File: src/rtl/la_iorseq.sv
// IO-ring power sequencer: qualifies supplies and en, then sequences ring switch
// enable and pad hold up (enable, settle, release hold) and down (hold, settle, disable).
module la_iorseq #(
    parameter int SYNC     = 2,
    parameter int DEBOUNCE = 4,
    parameter int SETTLE   = 16
) (
    input  logic       clk,
    input  logic       rst,
    input  logic       en,
    input  logic       vdd_ok,
    input  logic       vddio_ok,
    output logic       ring_en,
    output logic       hold,
    output logic       ready,
    output logic       fault,
    output logic [1:0] state
);

    localparam int CMAX = (SETTLE > DEBOUNCE) ? SETTLE : DEBOUNCE;
    localparam int CW   = $clog2(CMAX + 1);

    localparam logic [CW-1:0] DEB_LAST = CW'(DEBOUNCE - 1);
    localparam logic [CW-1:0] SET_LAST = CW'(SETTLE - 1);
    localparam logic [CW-1:0] CNT_SAT  = CW'(CMAX);

    localparam logic [2:0] S_OFF   = 3'd0;
    localparam logic [2:0] S_RAMP  = 3'd1;
    localparam logic [2:0] S_ON    = 3'd2;
    localparam logic [2:0] S_DOWN  = 3'd3;
    localparam logic [2:0] S_FAULT = 3'd4;

    logic [SYNC-1:0] vdd_sync_q, vdd_sync_d;
    logic [SYNC-1:0] vddio_sync_q, vddio_sync_d;
    logic [2:0]      st_q, st_d;
    logic [CW-1:0]   cnt_q, cnt_d, cnt_inc;
    logic            ring_en_q, ring_en_d;
    logic            hold_q, hold_d;
    logic            ready_q, ready_d;
    logic            fault_q, fault_d;
    logic [1:0]      state_q, state_d;
    logic            vdd_s, vddio_s, ok, qual;

    assign vdd_sync_d   = {vdd_sync_q[SYNC-2:0], vdd_ok};
    assign vddio_sync_d = {vddio_sync_q[SYNC-2:0], vddio_ok};
    assign vdd_s        = vdd_sync_q[SYNC-1];
    assign vddio_s      = vddio_sync_q[SYNC-1];
    assign ok           = vdd_s & vddio_s;
    assign qual         = en & ok;
    assign cnt_inc      = (cnt_q == CNT_SAT) ? cnt_q : cnt_q + 1'b1;

    always_comb begin
        st_d  = st_q;
        cnt_d = cnt_inc;
        case (st_q)
            S_OFF: begin
                if (!qual)                  cnt_d = '0;
                else if (cnt_q == DEB_LAST) st_d  = S_RAMP;
            end
            S_RAMP: begin
                if (!ok)                    st_d = S_FAULT;
                else if (!en)               st_d = S_DOWN;
                else if (cnt_q == SET_LAST) st_d = S_ON;
            end
            S_ON: begin
                if (!ok)      st_d = S_FAULT;
                else if (!en) st_d = S_DOWN;
            end
            // en is deliberately ignored here: a started power-down always completes.
            S_DOWN: begin
                if (!ok)                    st_d = S_FAULT;
                else if (cnt_q == SET_LAST) st_d = S_OFF;
            end
            S_FAULT: begin
                if (!en) st_d = S_OFF;
            end
            default: st_d = S_OFF;
        endcase
        if (st_d != st_q) cnt_d = '0;

        // Outputs are decoded from the next state so they move on the same edge.
        ring_en_d = (st_d == S_RAMP) || (st_d == S_ON) || (st_d == S_DOWN);
        hold_d    = (st_d != S_ON);
        ready_d   = (st_d == S_ON);
        fault_d   = (st_d == S_FAULT);
        state_d   = (st_d == S_FAULT) ? 2'd3 : st_d[1:0];
    end

    always_ff @(posedge clk or posedge rst) begin
        if (rst) begin
            vdd_sync_q   <= '0;
            vddio_sync_q <= '0;
            st_q         <= S_OFF;
            cnt_q        <= '0;
            ring_en_q    <= 1'b0;
            hold_q       <= 1'b1;
            ready_q      <= 1'b0;
            fault_q      <= 1'b0;
            state_q      <= 2'd0;
        end else begin
            vdd_sync_q   <= vdd_sync_d;
            vddio_sync_q <= vddio_sync_d;
            st_q         <= st_d;
            cnt_q        <= cnt_d;
            ring_en_q    <= ring_en_d;
            hold_q       <= hold_d;
            ready_q      <= ready_d;
            fault_q      <= fault_d;
            state_q      <= state_d;
        end
    end

    assign ring_en = ring_en_q;
    assign hold    = hold_q;
    assign ready   = ready_q;
    assign fault   = fault_q;
    assign state   = state_q;

endmodule

File: config.mk
export PLATFORM = sky130hd
export DESIGN_NAME = la_iorseq
export DESIGN_NICKNAME = d
export VERILOG_FILES = /design/src/rtl/la_iorseq.sv
export SDC_FILE = /design/constraint.sdc
export NUM_CORES = 1
export LEC_CHECK = 0
export CORE_UTILIZATION = 50
export DETAILED_ROUTE_END_ITERATION = 6
export DONT_BUFFER_PORTS = 1
export GPL_TIMING_DRIVEN = 0
export HOLD_SLACK_MARGIN = 0.1
export PLACE_DENSITY = 0.68
export SKIP_LAST_GASP = 1
export SLEW_MARGIN = 20
export SYNTH_ARGS = -nofsm -noshare
export SYNTH_HDL_FRONTEND = slang
export SYNTH_SLANG_ARGS = --single-unit
File: constraint.sdc
create_clock -name clk -period 1.8 [get_ports clk]
set_input_delay 0.36 -clock clk [delete_from_list [all_inputs] [get_ports clk]]
set_output_delay 0.36 -clock clk [all_outputs]
set_load 0.01 [all_outputs]
==> flow_summary_export.csv <==
group,metric,value,unit
global_routing,grt_overflow,0,
sta,min_period,1.77,ns
power,powerDensity,703,nW/um^2
route,drc_errors,4,
clock_tree,clk_path_buf_depth,2,
route,dr_total_vias,577,
clock_tree,cts_tree,"yes",
worst_setup_path,start_kind,"flop",
clock_tree,cts_num_sinks,18,
global_routing,antenna_found_initial,0,
power,internal-power,0.548,mW
final_layout,final_cells,98,
clock_tree,htree_levels,1,
clock_tree,cts-buffers-inserted,3,
clock_tree,path_clk_slew,0.10,ns
synth,synthCells,74,
run_status,status,"finished with violations",
synth,synth-seq-cells,18,
power,p_total,0.690,mW
worst_setup_path,critical_path.max_fanout,5,
sta,period_share,98.4,%
hold_path,hp-class,"in -> reg",
die,start_util,55.1,%
sta,rsz0062_at_grt,"true",
worst_setup_path,r2r_cells,6,
flow_run,max_cap_violations,0,
worst_setup_path,worst_ep_arrival_time,1.98,ns
hold_path,hold_path_depth,2,
place,gp_congestion,0.839,
power,pwr-share-seq,60.0,%
final_layout,diodes,0,
sta,worst_slew_pin_slew,0.681,ns
route,drtIter0Drc,12,
sta,finalHoldViolCount,0,
power,vdd_ir_drop_max,0.000612,V
sta,tns,0,ns
clock_tree,root_buffer,"clkbuf_4",
power,p_sw_share,20.6,%
sta,slew_headroom,54.5,%
global_routing,grt_pass1_wl,2430,um
final_layout,drive_gt1_share,20.7,%
place,place_hpwl,951,um
sta,maxSlewViolCount,0,
worst_setup_path,timing_worst_setup_path_type,"reg -> reg",
die,io_pins,11,
sta,fmax,564,MHz
final_layout,fillCellCount,122,
die,design.die.area,1890,sq um
route,post_drt_wl_per_cell,14.7,um
clock_tree,clock_latency,0.29,ns
power,power_frac_clock,34.9,%
place,portBuffers,0,
die,die_w,43.4,um
place,placed_cells,90,
final_layout,area_growth,14.3,%
synth,yosys_warnings,0,
synth,synthDistinctLibCells,34,
synth,synth_nets,82,
route,drt-vias-per-instance,5.89,
sta,setup_viol,0,
worst_setup_path,crit_path_end_kind,"flop",
run_status,violations,"design-rule violations",
power,comb_power_share,5.1,%
global_routing,grtUsageTotal,17.6,%
global_routing,grt_pass1_vias,558,
synth,netlist_area,858,sq um
synth,syn_avg_cell_area,11.6,sq um
route,ant_nets,0,
sta,clock_skew,0.00291,ns
final_layout,fin_util,62.9,%
worst_setup_path,required,2.01,ns
die,core,1560,sq um
route,wl,1440,um
synth,ys_seq_area_share,52.6,%
power,power.switching,0.142,mW
global_routing,grt_start_max_net_pins,19,
power,p_leak,0.436,nW
die,die_y,43.4,um
final_layout,layout.nets,91,
route,first_pass_iters,6,
die,rows,14,
[critical path, stage by stage (launching register included)]
cell,delay [ns]
dfrtp_1,0.41
ha_2,0.19
and3_1,0.18
ha_2,0.20
a21boi_2,0.17
a31oi_4,0.07
or4b_1,0.48
[state kept, by name (all words and copies together), names as in the netlist]
register	count
state	2
cnt_q	5
st_q	3
fault	1
vdd_sync_q	2
ready	1
hold	1
vddio_sync_q	2
ring_en	1
[kinds of logic after synthesis]
kind of cell / after synthesis / synth area share, %
mux: 1 / 1.31
flops: 18 / 52.6
simple gates: 25 / 19.2
buf+inv: 8 / 4.37
compound gates: 16 / 14.1
fa+ha+maj: 3 / 4.37
xor+xnor: 3 / 3.94
[metrics by stage]
| stage | setup slack, ns | cell area, sq um | hold WS (ns) |
|---|---|---|---|
| finish | 0.0282 | 981 | 0.339 |
| global route | -0.104 | 981 | 0.360 |
| CTS | 0.0338 | 976 | 0.331 |
| detailed placement | -0.152 | 878 | 0.340 |
| global placement | -0.121 | 878 | 0.334 |
| floorplan | 0.0374 | 858 | 0.298 |
[cells in the mapped netlist]
cell,n,area [sq um]
nor2_1,3,11.3
o21ai_0,3,15.0
or2b_2,1,8.76
nand3b_1,2,15.0
dfstp_2,1,26.3
ha_1,3,37.5
nand2_1,4,15.0
xor2_1,1,8.76
nand4_1,1,6.26
nor2b_1,2,12.5
nor4b_2,1,15.0
a2bb2oi_1,2,17.5
xnor2_2,1,16.3
o2bb2ai_2,1,15.0
or4b_1,1,10.0
inv_1,7,26.3
buf_6,1,11.3
mux2_2,1,11.3
o32a_1,1,10.0
a221oi_1,1,8.76
nor4bb_1,1,10.0
nand3_1,3,15.0
nand2b_1,2,12.5
xnor2_1,1,8.76
a31oi_1,2,12.5
a211oi_1,3,22.5
nor3b_1,1,7.51
and3_1,1,6.26
a21boi_0,1,7.51
a21o_1,1,7.51
nand4bb_1,1,11.3
dfrtp_1,17,425
a21oi_1,1,5.00
nor4b_1,1,8.76
[path summary, 6_finish.rpt]
path / to / slack (ns) / start
setup / recovery: hold$_DFF_PP1_ / 0.03 / cnt_q[1]$_DFF_PP0_
hold / removal: ring_en$_DFF_PP0_ / 0.34 / en
setup reg to reg: hold$_DFF_PP1_ / 0.03 / cnt_q[1]$_DFF_PP0_
hold reg to reg: vddio_sync_q[1]$_DFF_PP0_ / 0.36 / vddio_sync_q[0]$_DFF_PP0_
max in group asynchronous: cnt_q[4]$_DFF_PP0_ / 0.76 / rst
min in group asynchronous: cnt_q[3]$_DFF_PP0_ / 0.60 / rst
[layout by cell type (no fill, tap or decap), drive strengths merged, types with 2 or more instances in the layout]
master / instances
nor2: 3
nor4b: 2
nand2: 4
dlygate4sd3: 3
inv: 7
dfrtp: 17
a31oi: 2
nand2b: 2
nand3: 3
o21ai: 3
nand3b: 2
a211oi: 3
xnor2: 2
ha: 3
a2bb2oi: 2
clkbuf: 4
buf: 2
nor2b: 2
[per-layer routing]
layer | share of wire [%] | vias to the layer above | global-route usage, %
met4 | 0 | 0 | 7.50
met1 | 50 | 284 | 24.2
li1 | - | 283 | -
met5 | 0 | - | 0
met3 | 2.3 | 0 | 3.75
met2 | 48 | 10 | 27.3
[layout make-up]
class                   instances  area [sq um]  area share (%)
inverters                       7          26.3            2.68
multi-input cells              48           398            40.6
plain buffers                   1          11.3            1.15
repair buffers                  4          37.5            3.83
clock buffers                   4          36.3            3.70
flip-flops and latches         18           452            46.0
well taps                      16          20.0            2.04
[power by group through the flow]
| stage | Combinational [mW] | Clock (mW) | Sequential [mW] |
|---|---|---|---|
| 6_report | 0.0354 | 0.241 | 0.414 |
| 3_5_place_dp | 0.0275 | 0 | 0.422 |
| 5_1_grt | 0.0399 | 0.265 | 0.415 |
| 2_1_floorplan | 0.0223 | 0 | 0.421 |
| 3_3_place_gp | 0.0272 | 0 | 0.422 |
| 4_1_cts | 0.0345 | 0.251 | 0.414 |
[repair_timing]
action / 4_1_cts / 5_1_grt
pin swaps: 1 / 2
setup endpoints to repair: 5 / 7
endpoints found under the hold margin: 19 / 0
gates resized for setup: 6 / 2
setup buffers: 1 / 0
hold buffers: 3 / 0
(Power assumes the default switching activity.)
